`src/rtl/kernel_stream_sink.sv`:
```
// kernel_stream_sink: responder end of an HLS ap_fifo output stream.
// Buffers accepted words, drains them at a fixed rate, folds each drained
// word into a 4-bit XOR digest and keeps per-run word accounting.
module kernel_stream_sink #(
    parameter int DATA_WIDTH     = 32,
    parameter int FIFO_DEPTH     = 16,
    parameter int ADDR_WIDTH     = 4,
    parameter int DRAIN_INV      = 1,
    parameter int STALL_PERIOD   = 0,
    parameter int EXPECTED_WORDS = 64
) (
    input  logic                  ap_clk,
    input  logic                  ap_rst,
    input  logic                  ap_start,
    input  logic                  ap_done,
    input  logic [DATA_WIDTH-1:0] stream_din,
    input  logic                  stream_write,
    output logic                  stream_full_n,
    output logic [3:0]            data_out,
    output logic                  data_valid,
    output logic [15:0]           word_count,
    output logic                  run_done,
    output logic                  count_err,
    output logic                  drop_err
);

    // state | meaning
    // IDLE  | waiting for ap_start; stream closed
    // RUN   | kernel active; words accepted and counted
    // FLUSH | kernel finished; draining FIFO and output pipeline
    // DONE  | one-cycle end-of-run pulse; word count checked

    localparam int                NBYTES     = DATA_WIDTH / 8;
    localparam logic [ADDR_WIDTH:0] DEPTH_C  = (ADDR_WIDTH+1)'(FIFO_DEPTH);
    localparam logic [ADDR_WIDTH:0] OCC_ONE  = (ADDR_WIDTH+1)'(1);
    localparam logic [ADDR_WIDTH-1:0] PTR_ONE = ADDR_WIDTH'(1);
    localparam logic [15:0]       DRAIN_LAST = 16'(DRAIN_INV - 1);
    localparam logic [15:0]       STALL_LAST = 16'((STALL_PERIOD > 0) ? STALL_PERIOD - 1 : 0);
    localparam logic [15:0]       EXP_C      = 16'(EXPECTED_WORDS);
    localparam bit                STALL_EN   = (STALL_PERIOD > 0);

    typedef enum logic [1:0] {S_IDLE, S_RUN, S_FLUSH, S_DONE} state_t;

    state_t                  state, state_nxt;
    logic [DATA_WIDTH-1:0]   mem [FIFO_DEPTH];
    logic [ADDR_WIDTH-1:0]   wr_ptr, rd_ptr;
    logic [ADDR_WIDTH:0]     occ, occ_nxt;
    logic [15:0]             drain_cnt, drain_cnt_nxt;
    logic [15:0]             stall_cnt, stall_cnt_nxt;
    logic                    push, pop, drop, start;
    logic                    stall_nxt, full_n_nxt;
    logic                    valid1;
    logic [7:0]              byte_xor, byte_xor_nxt;

    // Handshake decode, occupancy, rate counters and next-cycle full_n.
    always_comb begin
        push  = stream_write & stream_full_n;
        drop  = stream_write & ~stream_full_n;
        pop   = (drain_cnt == 16'd0) && (occ != '0);
        start = (state == S_IDLE) && ap_start;

        occ_nxt = occ;
        if (push && !pop)
            occ_nxt = occ + OCC_ONE;
        else if (pop && !push)
            occ_nxt = occ - OCC_ONE;

        drain_cnt_nxt = (drain_cnt == DRAIN_LAST) ? 16'd0 : drain_cnt + 16'd1;

        stall_cnt_nxt = 16'd0;
        if (STALL_EN && state == S_RUN)
            stall_cnt_nxt = (stall_cnt == STALL_LAST) ? 16'd0 : stall_cnt + 16'd1;

        state_nxt = state;
        case (state)
            S_IDLE:  if (ap_start) state_nxt = S_RUN;
            S_RUN:   if (ap_done) state_nxt = S_FLUSH;
            // A word accepted on the last FLUSH cycle must still be drained.
            S_FLUSH: if (occ == '0 && !valid1 && !data_valid && !push) state_nxt = S_DONE;
            S_DONE:  state_nxt = S_IDLE;
            default: state_nxt = S_IDLE;
        endcase

        // full_n is a flop, so it is computed from what the registers will hold next cycle.
        stall_nxt  = STALL_EN && (state_nxt == S_RUN) && (stall_cnt_nxt == STALL_LAST);
        full_n_nxt = ((state_nxt == S_RUN) || (state_nxt == S_FLUSH)) &&
                     (occ_nxt != DEPTH_C) && !stall_nxt;

        byte_xor_nxt = 8'h00;
        for (int i = 0; i < NBYTES; i++)
            byte_xor_nxt = byte_xor_nxt ^ mem[rd_ptr][8*i +: 8];
    end

    assign run_done = (state == S_DONE);

    // State register, drain/stall counters and registered full_n.
    always_ff @(posedge ap_clk or posedge ap_rst) begin
        if (ap_rst) begin
            state         <= S_IDLE;
            drain_cnt     <= '0;
            stall_cnt     <= '0;
            stream_full_n <= 1'b0;
        end else begin
            state         <= state_nxt;
            drain_cnt     <= drain_cnt_nxt;
            stall_cnt     <= stall_cnt_nxt;
            stream_full_n <= full_n_nxt;
        end
    end

    // FIFO pointers and occupancy; pointers wrap naturally at FIFO_DEPTH.
    always_ff @(posedge ap_clk or posedge ap_rst) begin
        if (ap_rst) begin
            wr_ptr <= '0;
            rd_ptr <= '0;
            occ    <= '0;
        end else begin
            if (push) wr_ptr <= wr_ptr + PTR_ONE;
            if (pop)  rd_ptr <= rd_ptr + PTR_ONE;
            occ <= occ_nxt;
        end
    end

    // FIFO storage; contents are don't-care until written.
    always_ff @(posedge ap_clk) begin
        if (push) mem[wr_ptr] <= stream_din;
    end

    // Two-stage digest pipeline: byte fold on pop, nibble fold one cycle later.
    always_ff @(posedge ap_clk or posedge ap_rst) begin
        if (ap_rst) begin
            valid1     <= 1'b0;
            byte_xor   <= '0;
            data_valid <= 1'b0;
            data_out   <= '0;
        end else begin
            valid1     <= pop;
            byte_xor   <= pop ? byte_xor_nxt : byte_xor;
            data_valid <= valid1;
            data_out   <= valid1 ? (byte_xor[7:4] ^ byte_xor[3:0]) : 4'h0;
        end
    end

    // Per-run word accounting and error flags.
    always_ff @(posedge ap_clk or posedge ap_rst) begin
        if (ap_rst) begin
            word_count <= '0;
            count_err  <= 1'b0;
            drop_err   <= 1'b0;
        end else begin
            if (start)
                word_count <= '0;
            else if (push && word_count != 16'hFFFF)
                word_count <= word_count + 16'd1;

            if (start)
                count_err <= 1'b0;
            else if (state == S_DONE)
                count_err <= (word_count != EXP_C);

            if (drop)
                drop_err <= 1'b1;
            else if (start)
                drop_err <= 1'b0;
        end
    end

endmodule

```
`config.mk`:
```
export PLATFORM = sky130hd
export DESIGN_NAME = kernel_stream_sink
export DESIGN_NICKNAME = d
export VERILOG_FILES = /design/src/rtl/kernel_stream_sink.sv
export SDC_FILE = /design/constraint.sdc
export NUM_CORES = 1
export LEC_CHECK = 0
export BUFFER_PORTS_ARGS = -buffer_cell sky130_fd_sc_hd__buf_2
export CORE_UTILIZATION = 40
export CTS_BUF_LIST = sky130_fd_sc_hd__clkbuf_8
export DETAILED_ROUTE_END_ITERATION = 8
export RECOVER_POWER = 50
export SLEW_MARGIN = 20
export SYNTH_ARGS = -nofsm -noshare
export SYNTH_HDL_FRONTEND = slang
export SYNTH_SLANG_ARGS = --single-unit
```
`constraint.sdc`:
```
create_clock -name ap_clk -period 8 [get_ports ap_clk]
set_input_delay 0.8 -clock ap_clk [delete_from_list [all_inputs] [get_ports ap_clk]]
set_output_delay 0.8 -clock ap_clk [all_outputs]
set_load 0.01 [all_outputs]
```
==> reports/results.txt, run 1 <==
Status: finished with violations
Failing checks: capacitance limit, slew limit
Setup fix buffers added after clock tree synthesis: 0
YS warnings: 0
Clock transition at path regs: 0.05 ns
Pleak: 0.008981 uW
Maxcap violations: 1
Row count: 87
Drt total wl: 50,500 um
Global-route wire length before repair: 76,290 um
TritonCTS Buffers: 94
Syn Nets: 1,289
Placer Congestion: 0.7583
Maximum root-to-sink buffer count: 3
DIE HEIGHT: 243.1 um
Final instance area: 0.02615 sq mm
I/O pin total: 62
Commonest cells after routing, fill and taps aside: edfxtp_1 (512), mux2i_1 (113), clkbuf_8 (109), inv_1 (63), dfrtp_1 (61)
Layout Nets: 1,416
Initial antenna violation count: 4
Worst Setup End Kind: async pin
DR WL/cell: 22.97 um
Worst-Margin Slew: 3.772 ns
Critical Path AT: 3.62 ns
Final Worst Setup Slack: 3.736 ns
Worst Path Max Fanout: 64
Async set or reset register ratio after synthesis: 11.11%
Avg Inst Size Synth: 18.73 sq um
Setup Viol. Count Final: 0
Register area: 0.01699 sq mm
Drt pass-1 iters: 8
Synth Area in Compound Gates: 6.034%
Syn Std Cell Area: 0.02325 sq mm
H-tree depth: 3
Vias in the first global route: 12,186
Vias per cell: 5.460
Syn Inst Count: 1,241
Post-DP HPWL: 26,180 um
Max-slew violations: 65
Fin util: 45.93%
Multi-input gate area: 0.005829 sq mm
Period utilisation layout: 53.29%
Yosys top cell area share: 66.14%
Die area: 0.05908 sq mm
Netlist cell types: 70
Fin. Hold Viols: 0
TritonCTS clock tree: yes
Max Clk Rate: 234.5 MHz
Seq/Total Area, Yosys: 73.03%
Starting density of the core: 40.83%
Synthesis-stage register bit count: 576
Placed inst area: 0.02439 sq mm
Synth area leader: edfxtp_1
Post-CTS Hold Buffers: 0
Post-Synth Adder-Cell Area: 0.5921%
Tot GR Track Use: 17.35%
Req. time, crit path: 7.36 ns
Most common cell after layout, fill and taps aside: edfxtp_1
DRC: 0
Synth Area in XOR/XNOR: 1.922%
Simple-gate share of the synthesized area: 3.574%
Post-synth EDFFs: 512
Largest net degree at the start of global routing: 112
ANT nets after route: 0
Initial DRC count: 1,078
Tot Pwr: 8847 uW
Slew headroom: -151.5%
Largest cells by area after synthesis: edfxtp_1 (66%), dfrtp_1 (6.9%), mux4_2 (5.8%)
Most used DFF post-synth: edfxtp_1
Post-synthesis mux area share: 12.42%
Crit path launch type: input port
Total core area: 0.05693 sq mm
Vias: 12,006
Clock root cell: clkbuf_8
VDD IR max: 290.2 uV
Hold crit path type: input port to register
DIE WIDTH: 243.1 um
Setup TNS: 0 ns
Total congestion overflow: 0
Cell Pwr Density: 338.4 mW/mm^2
Latest clock arrival within the worst-skew pair: 0.68 ns
Fill cell count: 4,848
CTS resizes: 0
Clk sinks: 576
RSZ-0062 raised after global routing: false
Largest family of logic cells by synthesized area: multiplexers
Buffers added on ports: 61
Pre-CTS setup slack: 4.409 ns
Fin crit period: 4.264 ns
WS Path Type: input port to async pin
Worst-case clock skew: 0.04183 ns
Fraction of layout cells with a size suffix above 1: 19.90%
Area delta synth->final: 12.48%
worst paths after layout:
check	endpoint	startpoint	slack [ns]	cells after the start
min in group asynchronous	byte_xor[6]$_DFFE_PP0P_	ap_rst	1.59	3
max in group ap_clk	byte_xor[5]$_DFFE_PP0P_	rd_ptr[1]$_DFFE_PP0P_	4.43	9
worst min register to register	drain_cnt[15]$_DFF_PP0_	drain_cnt[15]$_DFF_PP0_	0.48	1
worst max-delay path	rd_ptr[0]$_DFFE_PP0P_	ap_rst	3.74	3
worst max register to register	byte_xor[5]$_DFFE_PP0P_	rd_ptr[1]$_DFFE_PP0P_	4.43	9
worst min-delay path	drop_err$_DFFE_PP0P_	stream_write	0.44	3
cells by family after synthesis:
kind of cell / Yosys count
flip-flops: 576
multiplexers: 189
AO/OA/AOI/OAI: 171
AND/OR/NAND/NOR: 157
buffers and inverters: 86
XOR/XNOR: 51
adder cells (fa/ha/maj): 11
cells in the mapped netlist (all sizes together), types with 7 or more instances:
| library cell | count |
|---|---|
| a21oi | 7 |
| nand3 | 16 |
| mux4 | 75 |
| buf | 38 |
| o21ai | 24 |
| xor2 | 22 |
| ha | 11 |
| clkbuf | 20 |
| and2 | 9 |
| nand2 | 41 |
| a221o | 12 |
| nor2 | 39 |
| o221ai | 32 |
| nor3 | 9 |
| mux2i | 113 |
| dfrtp | 64 |
| xnor2 | 29 |
| nand4 | 12 |
| o22ai | 21 |
| or3 | 8 |
| edfxtp | 512 |
| o21a | 7 |
| inv | 26 |
| a221oi | 21 |
| a32oi | 7 |
| a22oi | 13 |
| o31ai | 7 |
metal layers:
layer | vias to the layer above | GRT usage [%] | wire length (um)
met1 | 6236 | 24.36 | 22790
met3 | 64 | 3.914 | 3078
met4 | 4 | 4.477 | 711
met5 | - | 0 | 25
li1 | 5345 | - | -
met2 | 357 | 27.30 | 23900
sequential cells by signal, indices dropped and copies added (netlist names):
name,flops
drain_cnt,16
wr_ptr,4
byte_xor,8
rd_ptr,4
occ,5
mem,512
data_valid,1
drop_err,1
valid1,1
state,2
stream_full_n,1
count_err,1
word_count,16
data_out,4
power breakdown:
part	total, uW	internal [uW]	switching [uW]	leakage (uW)
Clock	2390	1250	1150	0.00105
Sequential	3700	3540	165	0.00543
Combinational	2750	1130	1620	0.00251
stage by stage:
stage          hold slack, ns  cells
4_1_cts                0.3792   2198
2_1_floorplan          0.4044   1241
3_3_place_gp           0.4622   2028
5_1_grt                0.3978   2198
3_5_place_dp           0.4654   2028
6_report               0.4383   2199
worst max-delay path, stage by stage:
cell      delay [ns]
buf_2           0.09
inv_1           0.04
clkbuf_1        2.63
final cells by class:
| class | count | area share, % |
|---|---|---|
| clock inverters | 61 | 1.125 |
| multi-input cells | 579 | 22.30 |
| inverters | 28 | 0.4020 |
| clock buffers | 109 | 5.738 |
| repair buffers | 89 | 1.852 |
| well taps | 756 | 3.618 |
| diodes | 1 | 0.009571 |
| flip-flops and latches | 576 | 64.96 |
Power figures use the tool's default switching activity.
==> run 2: changes to the inputs <==
Clock period 8 ns to 4.2 ns, I/O delays scaled along.
==> run 2 against run 1 <==
The run still ends with capacitance limit, slew limit left. Wire length rose by 5.8%. Non-clock buffer count rose by 22. First-iteration DRC count fell by 7.7%. Flip-flop and latch count did not move. Global-route usage rose by 1.0 points. Cell count rose by 1.5%. Highest routed layer unchanged.
==> reports/results.txt, run 2 (same netlist as run 1, synthesis figures left out) <==
Global-route wire length before repair: 80,010 um (+4.9%)
I/O pin total: 62 (unchanged)
Worst r2r src: stream_full_n$_DFF_PP0_
Hold path startpoint: ap_done
Tot GR Track Use: 18.38% (+1.0 points)
DR WL/cell: 23.94 um (+4.3%)
Maximum root-to-sink buffer count: 3 (unchanged)
WS Path Type: input port to register
Status: finished with violations
Die area: 0.05908 sq mm (unchanged)
Setup fix buffers added after clock tree synthesis: 0 (unchanged)
Setup TNS: 0 ns (unchanged)
Slowest CP cell: nor2_4
Period utilisation layout: 73.43%
Buffers added on ports: 61 (unchanged)
Non-filler cells, final: 2,231 (+1.5%)
H-tree depth: 3 (unchanged)
Row count: 87 (unchanged)
R2r endpoint: mem[15][7]$_DFFE_PP_
Drt total wl: 53,420 um (+5.8%)
Worst Setup End Kind: register
Starting density of the core: 40.83% (unchanged)
Hold WS: 0.09840 ns (-0.3399 ns)
Initial antenna violation count: 4 (unchanged)
Commonest cells after routing, fill and taps aside: edfxtp_1 (512), mux2i_1 (113), clkbuf_8 (113), dfrtp_1 (61), mux4_2 (60)
Req. time, crit path: 4.54 ns (-2.82 ns)
VDD IR max: 377.7 uV (+30%)
Worst-case clock skew: 0.04976 ns (+0.007924 ns)
DIE HEIGHT: 243.1 um (unchanged)
Vias in the first global route: 12,507 (+2.6%)
Drt pass-1 iters: 5 (-3)
Area delta synth->final: 13.96%
DRC: 0 (unchanged)
Largest register FFs: 512 (unchanged)
Hold Path Sink: state[1]$_DFF_PP0_
Clock transition at path regs: 0.06 ns (about the same)
Worst-Margin Slew: 2.091 ns (-1.681 ns)
Setup Viol. Count Final: 0 (unchanged)
Largest net degree at the start of global routing: 37 (-67%)
Post-DP HPWL: 30,870 um (+18%)
Total congestion overflow: 0 (unchanged)
Most common cell after layout, fill and taps aside: edfxtp_1
Max-slew violations: 86 (+32%)
Max incr delay on CP: 0.75 ns (-1.88 ns)
Maxcap violations: 3 (+2)
Initial DRC count: 995 (-7.7%)
CTS resizes: 0 (unchanged)
Max Clk Rate: 324.2 MHz
Placed insts: 2,048 (+0.99%)
Crit path launch type: input port
Fraction of layout cells with a size suffix above 1: 21.25% (+1.3 points)
Vias: 12,216 (+1.7%)
RSZ-0062 raised after global routing: false
Worst R2R Path Depth: 5 (-4)
Pleak: 0.009159 uW (+2.0%)
CP cell instances: dlygate4sd3_1 > buf_2 > and2_0 > clkbuf_1 > nand2_1 > nor2_4 > buf_4
Fin crit period: 3.084 ns
Worst hold stages: 3 (unchanged)
Hold crit path type: input port to register
Placer Congestion: 0.7589 (about the same)
DIE WIDTH: 243.1 um (unchanged)
Fill cell count: 4,832 (-0.33%)
Pre-CTS setup slack: 1.179 ns (-3.230 ns)
Clk sinks: 576 (unchanged)
TritonCTS clock tree: yes
Slew headroom: -39.73% (+110 points)
ANT nets after route: 0 (unchanged)
Final Worst Setup Slack: 1.116 ns (-2.621 ns)
Vias per cell: 5.476 (+0.29%)
Cell Pwr Density: 658.1 mW/mm^2 (+95%)
Biggest regs: mem x512, drain_cnt x16, word_count x16
Critical Path AT: 3.43 ns (-0.19 ns)
Worst Path Max Fanout: 18 (-72%)
Layout Nets: 1,440 (+1.7%)
TritonCTS Buffers: 96 (+2.1%)
Top reg by flops: mem
Fin. Hold Viols: 0 (unchanged)
R2r setup slk: 1.13 ns (-3.30 ns)
Latest clock arrival within the worst-skew pair: 0.69 ns (about the same)
Clock root cell: clkbuf_8
Total core area: 0.05693 sq mm (unchanged)
Failing checks: capacitance limit, slew limit
## run 2: final cells by class
cell class              instances  area, sq um  share of cell area (%)
diodes                          2        5.005                 0.01889
clock buffers                 113         1555                   5.871
clock inverters                66        409.1                   1.544
inverters                      28        105.1                  0.3968
multi-input cells             579         5797                   21.88
flip-flops and latches        576        16990                   64.12
well taps                     756        945.9                   3.571
repair buffers                111        688.2                   2.598
## run 2: worst max-delay path by stage
stage / slack [ns] / start / endpoint
4_1_cts: 1.17 / rd_ptr[0]$_DFFE_PP0P_ / byte_xor[7]$_DFFE_PP0P_
2_1_floorplan: 0.29 / stream_full_n$_DFF_PP0_ / mem[3][0]$_DFFE_PP_
3_5_place_dp: 1.18 / rd_ptr[0]$_DFFE_PP0P_ / byte_xor[7]$_DFFE_PP0P_
6_report: 1.12 / stream_write / mem[15][7]$_DFFE_PP_
5_1_grt: 0.69 / ap_rst / drain_cnt[13]$_DFF_PP0_
3_3_place_gp: 1.18 / rd_ptr[0]$_DFFE_PP0P_ / byte_xor[7]$_DFFE_PP0P_
## run 2: power breakdown
group | switching [uW] | internal [uW]
registers | 412 | 6730
clock network | 2250 | 2710
logic | 3060 | 2260
## run 2: critical path, delay by kind of cell
kind,cells,cell delay [ns]
buffers and inverters,4,1.69
and+or+nand+nor,3,1.30
## run 2: what timing repair did
| action | CTS | global route |
|---|---|---|
| hold buffers | 2 | 0 |
| endpoints found under the hold margin | 36 | 0 |
| endpoints found under the setup margin | 0 | 0 |
## run 2: per-layer routing
metal / share of wire (%) / track usage (%) / vias up
li1: - / - / 5399
met1: 45 / 25.53 / 6353
met2: 47 / 28.58 / 376
met3: 6.0 / 4.345 / 86
met4: 2.1 / 5.919 / 2
met5: 0.017 / 0 / -
## run 2: per-stage QoR
stage / util (%) / total power, uW / cell area [sq um]
finish: 46.53 / 17430 / 26490
detailed placement: 43.17 / 12640 / 24570
global placement: 43.17 / 12550 / 24570
CTS: 46.65 / 17650 / 26560
floorplan: - / 11190 / 23250
global route: 46.53 / 18310 / 26490
==> run 3: changes to the inputs <==
Clock period 4.2 ns to 3.2 ns, I/O delays scaled along.
==> run 3 against run 2 <==
The flow now finishes without violations. Die area unchanged. Register-to-register slack worse by 0.71 ns. Sequential power grew 30%. Critical path depth grew 2. Total power is 30% higher. Worst setup slack worse by 0.70 ns. Cell area rose by 1.4%. Non-clock buffer count increased by 33. Via count rose by 1.0%. Global-route usage down 0.51 points. Critical endpoint is now byte_xor[2]$_DFFE_PP0P_. Highest routed layer is now met4.
==> reports/results.txt, run 3 (same netlist as run 1, synthesis figures left out) <==
Largest register FFs: 512 (unchanged)
ANT nets after route: 0 (unchanged)
H-tree depth: 3 (unchanged)
Met2 WL: 24,860 um (-1.5%)
Worst-case clock skew: 0.03023 ns (-0.01953 ns)
Commonest cells after routing, fill and taps aside: edfxtp_1 (512), mux2i_1 (113), clkbuf_8 (103), inv_1 (61), dfrtp_1 (61)
Placer Congestion: 0.7648 (+0.78%)
DIE HEIGHT: 243.1 um (unchanged)
Pleak: 0.009294 uW (+1.5%)
Worst Setup End Kind: register
Fraction of layout cells with a size suffix above 1: 20.44% (-0.81 points)
Vias in the first global route: 12,616 (+0.87%)
Clock root cell: clkbuf_8
Slew headroom: 10.21% (+50 points)
DR top layer: met4
Period utilisation layout: 86.86%
Register area: 0.01699 sq mm (unchanged)
Area delta synth->final: 15.52%
Fin. Hold Viols: 0 (unchanged)
Most common cell after layout, fill and taps aside: edfxtp_1
Top reg by flops: mem
Max Clk Rate: 359.8 MHz
Req. time, crit path: 3.74 ns (-0.80 ns)
Drt pass-1 iters: 5 (unchanged)
Max-slew violations: 0 (-100%)
Vias per cell: 5.467 (-0.16%)
Drt total wl: 52,060 um (-2.6%)
Tot GR Track Use: 17.87% (-0.51 points)
VDD IR max: 468.1 uV (+24%)
Biggest regs: mem x512, drain_cnt x16, word_count x16
Die area: 0.05908 sq mm (unchanged)
Starting density of the core: 40.83% (unchanged)
Diode count: 0 (-2)
Fin crit period: 2.779 ns
Setup TNS: 0 ns (unchanged)
Maxcap violations: 0 (-3)
TritonCTS clock tree: yes
Total core area: 0.05693 sq mm (unchanged)
Largest net degree at the start of global routing: 53 (+43%)
Hold WS: 0.3528 ns (+0.2544 ns)
I/O pin total: 62 (unchanged)
Buffers added on ports: 61 (unchanged)
DIE WIDTH: 243.1 um (unchanged)
Worst-Margin Slew: 1.347 ns (-0.7446 ns)
TritonCTS Buffers: 95 (-1.0%)
Status: finished, final reports clean
Clk sinks: 576 (unchanged)
M1 WL: 23,380 um (-1.9%)
Fill cell count: 4,842 (+0.21%)
Initial antenna violation count: 0 (-4)
Multi-input gate area: 0.005854 sq mm (+0.99%)
Clock transition at path regs: 0.06 ns (about the same)
Fin util: 47.17% (+0.64 points)
R2r setup slk: 0.42 ns (-0.71 ns)
Worst Path Max Fanout: 28 (+10)
DRC: 0 (unchanged)
Setup Viol. Count Final: 0 (unchanged)
Worst R2R Path Depth: 9 (+4)
Critical Path AT: 3.32 ns (-0.11 ns)
Global-route wire length before repair: 78,690 um (-1.6%)
Crit path launch type: register
Row count: 87 (unchanged)
Maximum root-to-sink buffer count: 3 (unchanged)
Met3 Routed Length: 2624 um (-19%)
Cell Pwr Density: 846.7 mW/mm^2 (+29%)
Initial DRC count: 820 (-18%)
WS Path Type: register to register
Hold crit path type: input port to async pin
Layout Nets: 1,472 (+2.2%)
DR WL/cell: 23.05 um (-3.7%)
Post-DP HPWL: 28,990 um (-6.1%)
Vias: 12,344 (+1.0%)
Latest clock arrival within the worst-skew pair: 0.69 ns (about the same)
Total congestion overflow: 0 (unchanged)
RSZ-0062 raised after global routing: false
[run 3: cell types whose count changed in the layout (fill, tap and decap cells not counted), sizes merged]
cell and delta:
diode -2, inv +3, clkbuf -11, clkinv +3
dlygate4sd3 +34
[run 3: timing repair]
| action | CTS | global route |
|---|---|---|
| setup buffers | 0 | 0 |
| hold endpoints to repair | 522 | 0 |
| hold buffers | 36 | 0 |
| resized for setup | 0 | 0 |
[run 3: report_power, final]
group / leakage, uW / internal, uW / switching, uW
sequential: 0.00543 / 8840 / 416
clock: 0.00108 / 3310 / 2900
combinational: 0.00279 / 3090 / 4180
total: 0.00929 / 15200 / 7500
[run 3: cell type report]
class	count	area share (%)
clock buffer	103	5.279
multi-input combinational	579	21.80
inverter	28	0.3914
timing repair buffer	144	4.142
sequential	576	63.25
clock inverter	72	1.612
tap	756	3.522
[run 3: path summary, 6_finish.rpt]
kind | startpoint | endpoint
setup / recovery | rd_ptr[0]$_DFFE_PP0P_ | byte_xor[2]$_DFFE_PP0P_
hold / removal | ap_rst | word_count[13]$_DFFE_PP0P_
setup reg to reg | rd_ptr[0]$_DFFE_PP0P_ | byte_xor[2]$_DFFE_PP0P_
hold reg to reg | valid1$_DFF_PP0_ | data_valid$_DFF_PP0_
max in group asynchronous | ap_rst | drain_cnt[4]$_DFF_PP0_
min in group ap_clk | valid1$_DFF_PP0_ | data_valid$_DFF_PP0_
[run 3: worst max-delay path: stages, from the launching register on]
cell and delay [ns]:
dfrtp_4 0.58, buf_12 0.26, buf_4 0.33, mux2i_1 0.13, o221ai_1 0.25, nand2_1 0.11
o21a_1 0.21, o31ai_2 0.47, xor2_1 0.20, o21ai_1 0.07
[run 3: per-stage QoR]
stage	cells	cell area (sq um)	setup slack, ns	total power (uW)
3_3_place_gp	2047	24680	0.4956	16560
3_5_place_dp	2047	24680	0.4611	16680
2_1_floorplan	1241	23270	0.1403	14690
6_report	2258	26850	0.4206	22740
5_1_grt	2258	26850	0.3052	23860
4_1_cts	2258	26890	0.4256	22970
[run 3: per-layer routing]
layer | global-route usage [%] | vias to the layer above
li1 | - | 5464
met1 | 24.98 | 6440
met2 | 28.34 | 350
met3 | 3.295 | 90
met4 | 5.642 | 0
met5 | 0 | -
